<file path="src/rtl/tdm_demux_pkg.sv">
// Shared definitions for the TDM demultiplexer.
// Holds the frame-tracking state encodings (as text macros and as a typed
// enum built from them) and the default sample width / channel count.
`ifndef TDM_DEMUX_DEFS
`define TDM_DEMUX_DEFS
`define TDM_HUNT  1'b0
`define TDM_RUN   1'b1
`define TDM_DEF_W 8
`define TDM_DEF_N 4
`endif

package tdm_demux_pkg;

    typedef enum logic {
        ST_HUNT = `TDM_HUNT,
        ST_RUN  = `TDM_RUN
    } state_t;

    localparam int DEF_W  = `TDM_DEF_W;
    localparam int DEF_N  = `TDM_DEF_N;
    localparam int DEF_CW = 2;

endpackage

</file>
<file path="src/rtl/tdm_demux_slot_counter.sv">
// Modulo-N slot counter for the TDM demultiplexer.
// Ports:
//   clk, rst  - clock, synchronous active-high reset
//   i_clr     - force the count to 0
//   i_load1   - load 1 (slot 0 was just accepted)
//   i_inc     - advance by one, wrapping N-1 -> 0
//   o_ch      - registered slot index expected next
//   o_wrap    - o_ch currently points at the last slot (N-1)
module slot_counter
    import tdm_demux_pkg::*;
#(
    parameter int N  = DEF_N,
    parameter int CW = DEF_CW
) (
    input  logic          clk,
    input  logic          rst,
    input  logic          i_clr,
    input  logic          i_load1,
    input  logic          i_inc,
    output logic [CW-1:0] o_ch,
    output logic          o_wrap
);

    logic [CW-1:0] r_ch;
    logic          w_last;

    assign w_last = (r_ch == CW'(N - 1));

    // clr and load1 are never requested together by the parent; clr wins.
    always_ff @(posedge clk) begin
        if (rst) begin
            r_ch <= '0;
        end else if (i_clr) begin
            r_ch <= '0;
        end else if (i_load1) begin
            r_ch <= CW'(1);
        end else if (i_inc) begin
            r_ch <= w_last ? '0 : r_ch + CW'(1);
        end
    end

    assign o_ch   = r_ch;
    assign o_wrap = w_last;

endmodule

</file>
<file path="src/rtl/tdm_demux.sv">
// TDM demultiplexer: receives a slot-ordered sample stream for N channels,
// tracks slot position from the start-of-frame flag, assembles each frame
// in a shadow bank and publishes completed frames atomically.
// Ports:
//   clk, rst     - clock, synchronous active-high reset
//   din          - input sample (W bits)
//   din_valid    - din carries a sample this cycle
//   sof          - marks the slot-0 sample (qualified by din_valid)
//   dout         - last complete frame, channel k at [k*W +: W]
//   frame_valid  - one-cycle strobe, dout just updated
//   ch           - slot index expected for the next accepted sample
//   err          - one-cycle pulse on early or missing sof
module tdm_demux
    import tdm_demux_pkg::*;
#(
    parameter int W  = DEF_W,
    parameter int N  = DEF_N,
    parameter int CW = DEF_CW
) (
    input  logic           clk,
    input  logic           rst,
    input  logic [W-1:0]   din,
    input  logic           din_valid,
    input  logic           sof,
    output logic [N*W-1:0] dout,
    output logic           frame_valid,
    output logic [CW-1:0]  ch,
    output logic           err
);

    state_t         r_state;
    logic [N*W-1:0] r_shadow;
    logic [N*W-1:0] r_dout;
    logic           r_frame_valid;
    logic           r_err;

    logic [CW-1:0]  w_ch;
    logic           w_wrap;
    logic           w_in_run;
    logic           w_ch_zero;
    logic           w_start;
    logic           w_data;
    logic           w_miss;
    logic           w_early;
    logic           w_done;
    logic           w_write;
    logic [CW-1:0]  w_wr_idx;
    logic [N*W-1:0] w_bank;

    assign w_in_run  = (r_state == ST_RUN);
    assign w_ch_zero = (w_ch == '0);

    // Any accepted sof (re)starts a frame at slot 0, in either state.
    // An early sof additionally flags an error but resyncs immediately.
    assign w_start   = din_valid & sof;
    assign w_early   = w_start & w_in_run & ~w_ch_zero;
    assign w_data    = din_valid & ~sof & w_in_run & ~w_ch_zero;
    assign w_miss    = din_valid & ~sof & w_in_run & w_ch_zero;
    assign w_done    = w_data & w_wrap;
    assign w_write   = w_start | w_data;
    assign w_wr_idx  = sof ? '0 : w_ch;

    // Shadow bank with the incoming sample merged in, so a completing frame
    // can be copied to dout in the same edge that accepts its last sample.
    always_comb begin
        w_bank = r_shadow;
        w_bank[int'(w_wr_idx) * W +: W] = din;
    end

    slot_counter #(
        .N  (N),
        .CW (CW)
    ) u_slot_counter (
        .clk     (clk),
        .rst     (rst),
        .i_clr   (w_miss),
        .i_load1 (w_start),
        .i_inc   (w_data),
        .o_ch    (w_ch),
        .o_wrap  (w_wrap)
    );

    always_ff @(posedge clk) begin
        if (rst) begin
            r_state       <= ST_HUNT;
            r_shadow      <= '0;
            r_dout        <= '0;
            r_frame_valid <= 1'b0;
            r_err         <= 1'b0;
        end else begin
            r_frame_valid <= w_done;
            r_err         <= w_early | w_miss;
            if (w_write) begin
                r_shadow <= w_bank;
            end
            if (w_done) begin
                r_dout <= w_bank;
            end
            case (r_state)
                ST_HUNT: if (w_start) r_state <= ST_RUN;
                ST_RUN:  if (w_miss)  r_state <= ST_HUNT;
                default:              r_state <= ST_HUNT;
            endcase
        end
    end

    assign dout        = r_dout;
    assign frame_valid = r_frame_valid;
    assign ch          = w_ch;
    assign err         = r_err;

endmodule

</file>
<file path="config.mk">
export PLATFORM = sky130hd
export DESIGN_NAME = tdm_demux
export DESIGN_NICKNAME = d
export VERILOG_FILES = /design/src/rtl/tdm_demux_pkg.sv /design/src/rtl/tdm_demux_slot_counter.sv /design/src/rtl/tdm_demux.sv
export SDC_FILE = /design/constraint.sdc
export NUM_CORES = 1
export LEC_CHECK = 0
export CAP_MARGIN = 10
export CELL_PAD_IN_SITES_DETAIL_PLACEMENT = 0
export CELL_PAD_IN_SITES_GLOBAL_PLACEMENT = 1
export CORE_MARGIN = 3
export CORE_UTILIZATION = 42
export CTS_BUF_LIST = sky130_fd_sc_hd__clkbuf_4 sky130_fd_sc_hd__clkbuf_8
export DETAILED_ROUTE_END_ITERATION = 7
export GPL_TIMING_DRIVEN = 0
export PLACE_DENSITY = 0.82
export SLEW_MARGIN = 40
export SYNTH_ARGS = -nofsm -noshare
export SYNTH_HDL_FRONTEND = slang
export SYNTH_SLANG_ARGS = --single-unit
</file>
<file path="constraint.sdc">
create_clock -name clk -period 2.9 [get_ports clk]
set_clock_uncertainty 0.1 [all_clocks]
set_input_delay 0.58 -clock clk [delete_from_list [all_inputs] [get_ports clk]]
set_output_delay 0.58 -clock clk [all_outputs]
set_load 0.03 [all_outputs]
</file>
==> summary.md, run 1 <==
| Metric | Value |
|---|---|
| Post-Syn Area | `approximately 2900 sq um` |
| Pwr dens | `479 nW/um^2` |
| Fraction of layout instances using a drive strength above 1 | `8.88%` |
| Max frequency | `0.358 GHz` |
| Iter 0 DRT Violations | `about 140` |
| Placed cell count | `441` |
| Routed wire length | `7.62 mm` |
| Final Power | `0.00178 W` |
| Largest net degree at the start of global routing | `13` |
| Peak supply drop | `roughly 0.40 mV` |
| Buffers & Inverters on Critical Path | `3` |
| Final max-slew violation count | `0` |
| Starting Density | `44.8%` |
| Clock latency on the worst-skew pair | `0.34 ns` |
| Core area | `around 6500 sq um` |
| Grt total ovfl | `0` |
| Met3 WL post-DR | `about 520 um` |
| Final min period | `around 2.8 ns` |
| Startpoint Class | `input pin` |
| Worst-path cell chain | `clkdlybuf4s50_1, or2b_4, ha_1, clkbuf_1, or3b_4, a2111oi_4, buf_4, a22oi_1, nor2_1` |
| Post-Route M1 WL | `3.46 mm` |
| HPWL after detailed placement | `5.26 mm` |
| CP top delay family | `simple AND/OR/NAND/NOR gates` |
| Reg2reg setup slack | `0.30 ns` |
| Maximum clock path buffer count | `2` |
| WL/cell | `16.6 um` |
| Setup TNS | `0 ns` |
| Mean Syn Cell Area | `~9.2 sq um` |
| Final Instance Count excl. Fillers | `460` |
| Reg clk slew, reported paths | `0.07 ns` |
| Clk sinks | `69` |
| Antenna violations before repair | `0` |
| Max layer used | `met4` |
| EDFF count, synth | `0` |
| Die span in y | `89.5 um` |
| CTS tree | `done` |
| Worst EP required | `between 3 and 4 ns` |
| Crit path DAT | `2.96 ns` |
| Cell count after synthesis | `317` |
| Worst rel slew slack | `51.7%` |
| Crit path capture type | `flop` |
| Worst-path fanout max | `10` |
| Asr flop ratio synth | `0%` |
| Diode count | `0` |
| GR Util All Layers | `20.4%` |
| Routed wl met2 | `3.55 mm` |
| Hold WC Path Type | `reg2reg` |
| Worst slew pin tran | `0.721 ns` |
| Vias in the first global route | `about 2,400` |
| CTS H-tree depth | `3` |
| # setup viols final | `0` |
| Final core occ | `56.8%` |
| DRT Pass-1 Iters | `4` |
| Lkg Pwr | `~1.4 nW` |
| Synthesis Warnings | `0` |
| P&R area growth vs syn | `26.8%` |
| Sequential area share after synthesis | `47.2%` |
| Die width | `89.5 um` |
| Flops & latches, synth | `69` |
| Status | `complete, no violations` |
| IO Pins | `48` |
| Crit path largest cell delay | `0.48 ns` |
| Fin crit share | `a little over nine tenths` |
| Nets | `395` |
| Via/cell ratio | `between 5 and 6` |
| Final Hold Fails | `0` |
| First-pass GRT wire length | `12.3 mm` |
| Rows | `29` |
| Full die area | `8010 sq um` |
| Net Count, Synth | `between 300 and 400` |
| Post-route ant nets | `0` |
| Synth cell types | `33` |
| Residual DRC | `0` |
| Hold_buf cts | `0` |
| Top FF cell, synth | `dfxtp_1` |
| Number of fillers in the final layout | `622` |
| Crit path kind | `in2reg` |
| PortBufs | `47` |
| GP Congestion | `0.803` |
| Crit-path slowest cell | `or3b_4` |
| Vias post-DR | `between 2,000 and 3,000` |
| Root Buffer | `clkbuf_8` |
| CTS Buf Count | `9` |
| Max cap viols | `0` |
through the flow:
stage | hold WS [ns] | cell area [sq um] | setup WS, ns
3_5_place_dp | 0.370 | 3490 | -0.544
2_1_floorplan | 0.354 | 2930 | 0.164
5_1_grt | 0.388 | 3710 | -0.00122
6_report | 0.378 | 3710 | 0.111
4_1_cts | 0.381 | 3690 | -0.00391
3_3_place_gp | 0.362 | 3490 | -0.494
registers in the layout, indices dropped and copies added (netlist names):
register             flops
err                      1
dout                    32
frame_valid              1
r_state                  1
u_slot_counter.o_ch      2
r_shadow                32
area by class of cell:
cell class / count / area [sq um] / share of cell area [%]
multi-input combinational: 212 / 1420 / 38.3
tap: 77 / 96.3 / 2.60
buffer: 21 / 88.8 / 2.39
sequential: 69 / 1380 / 37.2
timing repair buffer: 50 / 493 / 13.3
clock buffer: 10 / 131 / 3.54
clock inverter: 6 / 40.0 / 1.08
inverter: 15 / 56.3 / 1.52
cell usage after synthesis, types with 2 or more instances:
| cell | instances | area (sq um) |
|---|---|---|
| a2111oi_4 | 2 | 55.1 |
| a211oi_1 | 8 | 60.1 |
| a21oi_1 | 2 | 10.0 |
| a221oi_1 | 25 | 219 |
| a22oi_1 | 18 | 135 |
| and3_1 | 8 | 50.1 |
| buf_2 | 2 | 10.0 |
| clkbuf_1 | 17 | 63.8 |
| dfxtp_1 | 69 | 1380 |
| ha_1 | 5 | 62.6 |
| inv_1 | 15 | 56.3 |
| mux2i_1 | 16 | 160 |
| nand2_1 | 5 | 18.8 |
| nand2b_1 | 7 | 43.8 |
| nor2_1 | 64 | 240 |
| nor3_1 | 27 | 135 |
| o211ai_1 | 2 | 15.0 |
| o21ai_0 | 3 | 15.0 |
| o21ai_2 | 2 | 17.5 |
| o32ai_1 | 7 | 61.3 |
what timing repair did:
action | CTS | global route
cloned | 0 | 0
setup buffers | 1 | 2
endpoints found under the setup margin | 28 | 29
resized for setup | 4 | 2
pin swaps | 2 | 1
cell usage in the layout, fill, tap and decap left out, drive strengths merged, types with 2 or more instances in the layout:
master and n:
nand2 5, nand2b 7, buf 7, a21oi 2, or2b 2, dfxtp 69, o211ai 2, clkinv 5
o21ai 5, nor3 27, a221oi 25, o32ai 7, clkbuf 27, nor2 64, a2111oi 2, a22oi 18
inv 15, and3 8, mux2i 16, a211oi 8, clkdlybuf4s50 47, ha 5
worst reg2reg max path, cell delays in order (launching register included):
cell and delay, ns:
dfxtp_1 0.50, inv_1 0.11, nor2_1 0.17, inv_1 0.14
ha_1 0.22, clkbuf_1 0.24, or3b_4 0.47, a2111oi_4 0.19
buf_4 0.21, a22oi_1 0.07, nor2_1 0.11
final timing paths:
path | start | endpoint | depth (start not counted)
max | sof | r_shadow[13]$_SDFFE_PP0P_ | 9
min | r_shadow[24]$_SDFFE_PP0P_ | r_shadow[24]$_SDFFE_PP0P_ | 2
max reg2reg | u_slot_counter.o_ch[1]$_SDFFE_PP0P_ | r_shadow[13]$_SDFFE_PP0P_ | 10
min reg2reg | r_shadow[24]$_SDFFE_PP0P_ | r_shadow[24]$_SDFFE_PP0P_ | 2
report_power, final:
part	internal, W	switching (W)
combinational	0.0000521	0.0000839
clock	0.000318	0.000362
sequential	0.000955	0.00000555
per-layer routing:
| layer | global-route usage (%) | vias to the layer above |
|---|---|---|
| met3 | 5.35 | 8 |
| met2 | 32.6 | 74 |
| met1 | 26.9 | 1256 |
| met4 | 6.63 | 0 |
| met5 | 0 | - |
| li1 | - | 1275 |
kinds of logic (layout without fill, tap and decap cells):
family                     count (synthesis)  in the layout  synth area share, %
adders and majority gates                  5              5                 2.14
xor gates and xnor gates                   1              1                0.299
buffers and inverters                     36            102                 4.96
and+or+nand+nor                          121            121                 19.8
muxes                                     16             16                 5.47
DFF                                       69             69                 47.2
AOI/OAI and AO/OA                         69             69                 20.1
Note: power is estimated with default switching activity, not from simulation.
==> inputs of run 2 (changes only) <==
- CORE_MARGIN: 3 -> 10
==> summary.md, run 2 (synthesized netlist as in run 1, its figures left out) <==
| Metric | Value |
|---|---|
| Root Buffer | `clkbuf_8` |
| Grt total ovfl | `0` |
| P&R area growth vs syn | `30.7%` |
| First-pass GRT wire length | `12.9 mm` |
| Residual DRC | `0` |
| Hold Slack | `0.379 ns` |
| # setup viols final | `0` |
| GR Util All Layers | `15.6%` |
| Post-Route M1 WL | `3.55 mm` |
| Reg clk slew, reported paths | `0.07 ns` |
| PortBufs | `47` |
| CP top delay family | `simple AND/OR/NAND/NOR gates` |
| Maximum clock path buffer count | `2` |
| Antenna violations before repair | `0` |
| Crit path largest cell delay | `0.49 ns` |
| Crit-path slowest cell | `clkdlybuf4s50_1` |
| Crit path capture type | `flop` |
| Max layer used | `met4` |
| Clk sinks | `a little under 70` |
| Max cap viols | `0` |
| Worst rel slew slack | `between 50% and 60%` |
| Pwr dens | `531 nW/um^2` |
| Hold_buf cts | `0` |
| Routed wire length | `7.99 mm` |
| Max frequency | `0.358 GHz` |
| Post-route ant nets | `0` |
| CTS tree | `done` |
| Final min period | `~2.8 ns` |
| Vias post-DR | `2,582` |
| Largest net degree at the start of global routing | `12` |
| Peak supply drop | `0.237 mV` |
| Met3 WL post-DR | `a little over 600 um` |
| Fraction of layout instances using a drive strength above 1 | `9.87%` |
| IO Pins | `48` |
| Die width | `103 um` |
| Placed cell count | `460` |
| Hold WC Path Type | `reg2reg` |
| Crit path DAT | `about 3.0 ns` |
| Lkg Pwr | `1.43 nW` |
| Startpoint Class | `input pin` |
| Die span in y | `103 um` |
| Diode count | `0` |
| Worst-path fanout max | `10` |
| Final Hold Fails | `0` |
| Worst EP required | `3.08 ns` |
| RSZ-0062 raised after global routing | `false` |
| Crit path kind | `in2reg` |
| Worst slew pin tran | `0.668 ns` |
| Nets | `397` |
| Buffers & Inverters on Critical Path | `3` |
| DRT Pass-1 Iters | `5` |
| Core area | `6790 sq um` |
| Highest-count cells in the layout ignoring fill and taps | `dfxtp_1 (69), nor2_1 (62), clkdlybuf4s50_1 (47), nor3_1 (27), a221oi_1 (25)` |
| Vias in the first global route | `2,467` |
| Final Instance Count excl. Fillers | `481` |
| WL/cell | `16.6 um` |
| CTS H-tree depth | `3` |
| Starting Density | `between 40 and 50%` |
| Fin crit share | `96.3%` |
| Worst-path cell chain | `clkdlybuf4s50_1, or2b_4, ha_1, clkbuf_2, or3b_4, a2111oi_4, buf_4, a22oi_1, nor2_1` |
| Via/cell ratio | `5.37` |
| Routed wl met2 | `3.74 mm` |
| CTS Buf Count | `9` |
| Status | `complete, no violations` |
| Rows | `30` |
| HPWL after detailed placement | `5.51 mm` |
| GP Congestion | `approximately 0.90` |
| Final max-slew violation count | `0` |
| Iter 0 DRT Violations | `around 130` |
| Most common cell after layout, fill and taps aside | `dfxtp_1` |
| Full die area | `10,700 sq um` |
| Clock latency on the worst-skew pair | `0.34 ns` |
run 2: layout make-up:
cell class              instances  area (sq um)
fillers                       647          2970
multi-input cells             212          1420
flip-flops and latches         69          1380
repair buffers                 52           508
clock buffers                  13           179
well taps                      96           120
plain buffers                  21          91.3
clock inverters                 3          65.1
inverters                      15          56.3
run 2: per-stage QoR:
step	power [W]	area (sq um)	util, %	worst slack (ns)	setup TNS [ns]
after global routing	0.00211	3820	56.3	0.00539	0
after global placement	0.00111	3520	51.8	-0.531	-19.12
after detailed placement	0.00112	3520	51.8	-0.533	-19.47
final	0.00203	3820	56.3	0.106	0
after CTS	0.00204	3780	55.7	-0.00277	-0.00407
after floorplan	0.00106	2930	-	0.164	0
run 2: layer usage:
metal / track usage, % / vias up
li1: - / 1278
met1: 20.5 / 1232
met2: 24.2 / 66
met3: 5.05 / 6
met4: 3.85 / 0
met5: 0 / -
run 2: final timing paths:
| check | start | endpoint | slack [ns] | depth (start not counted) |
|---|---|---|---|---|
| worst max-delay path | sof | r_shadow[15]$_SDFFE_PP0P_ | 0.11 | 9 |
| worst min-delay path | r_shadow[25]$_SDFFE_PP0P_ | r_shadow[25]$_SDFFE_PP0P_ | 0.38 | 2 |
| worst max register to register | u_slot_counter.o_ch[0]$_SDFFE_PP0P_ | r_shadow[15]$_SDFFE_PP0P_ | 0.33 | 9 |
| worst min register to register | r_shadow[25]$_SDFFE_PP0P_ | r_shadow[25]$_SDFFE_PP0P_ | 0.38 | 2 |
run 2: what timing repair did:
item                                    CTS  global route
gates resized for setup                   4             6
pin swaps                                 2             1
endpoints found under the setup margin   37            39
buffers inserted                          1             4
run 2: power by group:
group | internal (W) | switching (W)
Clock | 0.000577 | 0.000356
Sequential | 0.000956 | 0.00000541
Combinational | 0.0000527 | 0.0000845
run 2: worst register-to-register path: cells and delay by family, from the launching register on:
kind	cells	cell delay (ns)
AO/OA/AOI/OAI	2	0.28
adder cells (fa/ha/maj)	1	0.32
buffers and inverters	3	0.55
flip-flops	1	0.37
AND/OR/NAND/NOR	3	0.88
==> inputs of run 3 (changes only) <==
- REMOVE_ABC_BUFFERS: unset -> 1
==> summary.md, run 3 (synthesized netlist as in run 1, its figures left out) <==
| Metric | Value |
|---|---|
| Largest net degree at the start of global routing | `57` |
| M3 GR Usage | `3.85%` |
| Crit path capture type | `flop` |
| Core area | `6790 sq um` |
| HPWL after detailed placement | `4.75 mm` |
| IO Pins | `48` |
| Vias in the first global route | `2,449` |
| CTS Buf Count | `9` |
| Comb pwr share | `6.1%` |
| Clock power share | `between 40 and 50%` |
| Number of fillers in the final layout | `627` |
| First-pass GRT wire length | `12.2 mm` |
| Pwr dens | `546 nW/um^2` |
| Worst slew pin tran | `0.661 ns` |
| Full die area | `between 10,000 and 15,000 sq um` |
| Sequential power share | `46.9%` |
| Worst-path cell chain | `or2b_4, ha_1, or4b_4, a2111oi_4, buf_4, a22oi_1, nor2_1` |
| Worst-path fanout max | `11` |
| PortBufs | `47` |
| Buffers & Inverters on Critical Path | `1` |
| Peak supply drop | `~0.32 mV` |
| Fraction of layout instances using a drive strength above 1 | `9.64%` |
| Iter 0 DRT Violations | `168` |
| Finished Cell Area | `approximately 3800 sq um` |
| Max frequency | `0.368 GHz` |
| Worst rel slew slack | `roughly 56%` |
| Nets | `375` |
| Final min period | `between 2 and 3 ns` |
| # setup viols final | `0` |
| Grt total ovfl | `0` |
| Clk sinks | `69` |
| DRT Pass-1 Iters | `4` |
| Maximum clock path buffer count | `2` |
| GP Congestion | `0.747` |
| Placed cell area | `3480 sq um` |
| Highest-count cells in the layout ignoring fill and taps | `dfxtp_1 (69), nor2_1 (62), clkdlybuf4s50_1 (45), nor3_1 (27), a221oi_1 (25)` |
| Vias post-DR | `2,479` |
| Status | `complete, no violations` |
| Most common cell after layout, fill and taps aside | `dfxtp_1` |
| Crit-path slowest cell | `or4b_4` |
| GR Util All Layers | `14.6%` |
| CTS tree | `done` |
| Net Sw Frac | `22.2%` |
| Die span in y | `103 um` |
| Post-route ant nets | `0` |
| CTS H-tree depth | `3` |
| Max cap viols | `0` |
| Reg clk slew, reported paths | `roughly 0.070 ns` |
| Global Route met2 Usage | `23.0%` |
| Worst EP required | `~3.1 ns` |
| Starting Density | `43.1%` |
| Diode count | `0` |
| Crit path DAT | `around 2.9 ns` |
| Final Power | `~0.0021 W` |
| Residual DRC | `0` |
| GRT busiest layer | `met2` |
| Met1 Track Usage GR | `18.0%` |
| Pint | `0.00160 W` |
| Final max-slew violation count | `0` |
| Rows | `30` |
| Clock latency on the worst-skew pair | `0.34 ns` |
| Die width | `around 100 um` |
| Final Hold Fails | `0` |
| Setup TNS | `0 ns` |
| Root Buffer | `clkbuf_8` |
| WL/cell | `16.4 um` |
| RSZ-0062 raised after global routing | `false` |
| Fin crit share | `93.8%` |
| Lkg Pwr | `around 1.4 nW` |
| CP top delay family | `simple AND/OR/NAND/NOR gates` |
| Crit path largest cell delay | `around 0.6 ns` |
| Via/cell ratio | `5.40` |
| Hold Slack | `~0.38 ns` |
| Switching pwr | `0.000455 W` |
| Crit path kind | `reg2reg` |
| Antenna violations before repair | `0` |
| Hold WC Path Type | `reg2reg` |
| P&R area growth vs syn | `28.5%` |
| Startpoint Class | `flop` |
| Routed wire length | `7.51 mm` |
-- run 3: cell count changes in the layout (fill, tap and decap cells not counted), sizes merged --
cell / before / now
clkinvlp: 0 / 2
buf: 9 / 5
clkbuf: 30 / 11
bufinv: 2 / 3
clkdlybuf4s50: 47 / 45
-- run 3: worst paths after layout --
check                                      start                   endpoint  slack [ns]  cells after the start
max          u_slot_counter.o_ch[0]$_SDFFE_PP0P_  r_shadow[21]$_SDFFE_PP0P_        0.18                      7
min                    r_shadow[25]$_SDFFE_PP0P_  r_shadow[25]$_SDFFE_PP0P_        0.38                      2
max reg2reg  u_slot_counter.o_ch[0]$_SDFFE_PP0P_  r_shadow[21]$_SDFFE_PP0P_        0.18                      7
min reg2reg            r_shadow[25]$_SDFFE_PP0P_  r_shadow[25]$_SDFFE_PP0P_        0.38                      2
-- run 3: layout make-up --
type	count	area, sq um	area share (%)
Sequential cell	69	1380	36.7
Tap cell	96	120	3.19
Multi-Input combinational cell	212	1430	38.0
Clock inverter	6	110	2.93
Clock buffer	10	138	3.66
Inverter	15	56.3	1.50
Timing Repair Buffer	51	526	14.0
-- run 3: repair_timing --
action | CTS | global route
setup endpoints to repair | 48 | 24
pin swaps | 2 | 0
cloned | 0 | 0
hold buffers | 0 | 0
buffers inserted | 2 | 0
gates resized for setup | 6 | 3
-- run 3: metrics by stage --
step                      std cells  setup WS [ns]  util (%)
final                           459          0.180      55.3
after global routing            459         0.0248      55.3
after CTS                       459         0.0683      55.3
after detailed placement        441         -0.827      51.2
after global placement          439         -0.819      50.5
after floorplan                 296          0.155         -
-- run 3: power by group through the flow --
| stage | combinational (W) | clock [W] | sequential, W |
|---|---|---|---|
| final | 0.000126 | 0.000964 | 0.000963 |
| after global routing | 0.000138 | 0.00102 | 0.000964 |
| after CTS | 0.000126 | 0.000972 | 0.000963 |
| after detailed placement | 0.000124 | 0 | 0.000985 |
| after global placement | 0.000120 | 0 | 0.000985 |
| after floorplan | 0.0000571 | 0 | 0.000985 |
-- run 3: metal layers --
metal / share of wire, % / wire, um / up-vias
li1: - / - / 1238
met1: 44 / 3340 / 1173
met2: 48 / 3590 / 60
met3: 6.7 / 501 / 8
met4: 1.1 / 85 / 0
met5: 0 / 0 / -
-- run 3: worst min-delay path: cells and delay by family (launching register included) --
family / cells / cell delay [ns]
compound gates: 1 / 0.07
buf+inv: 1 / 0.05
flops: 1 / 0.31
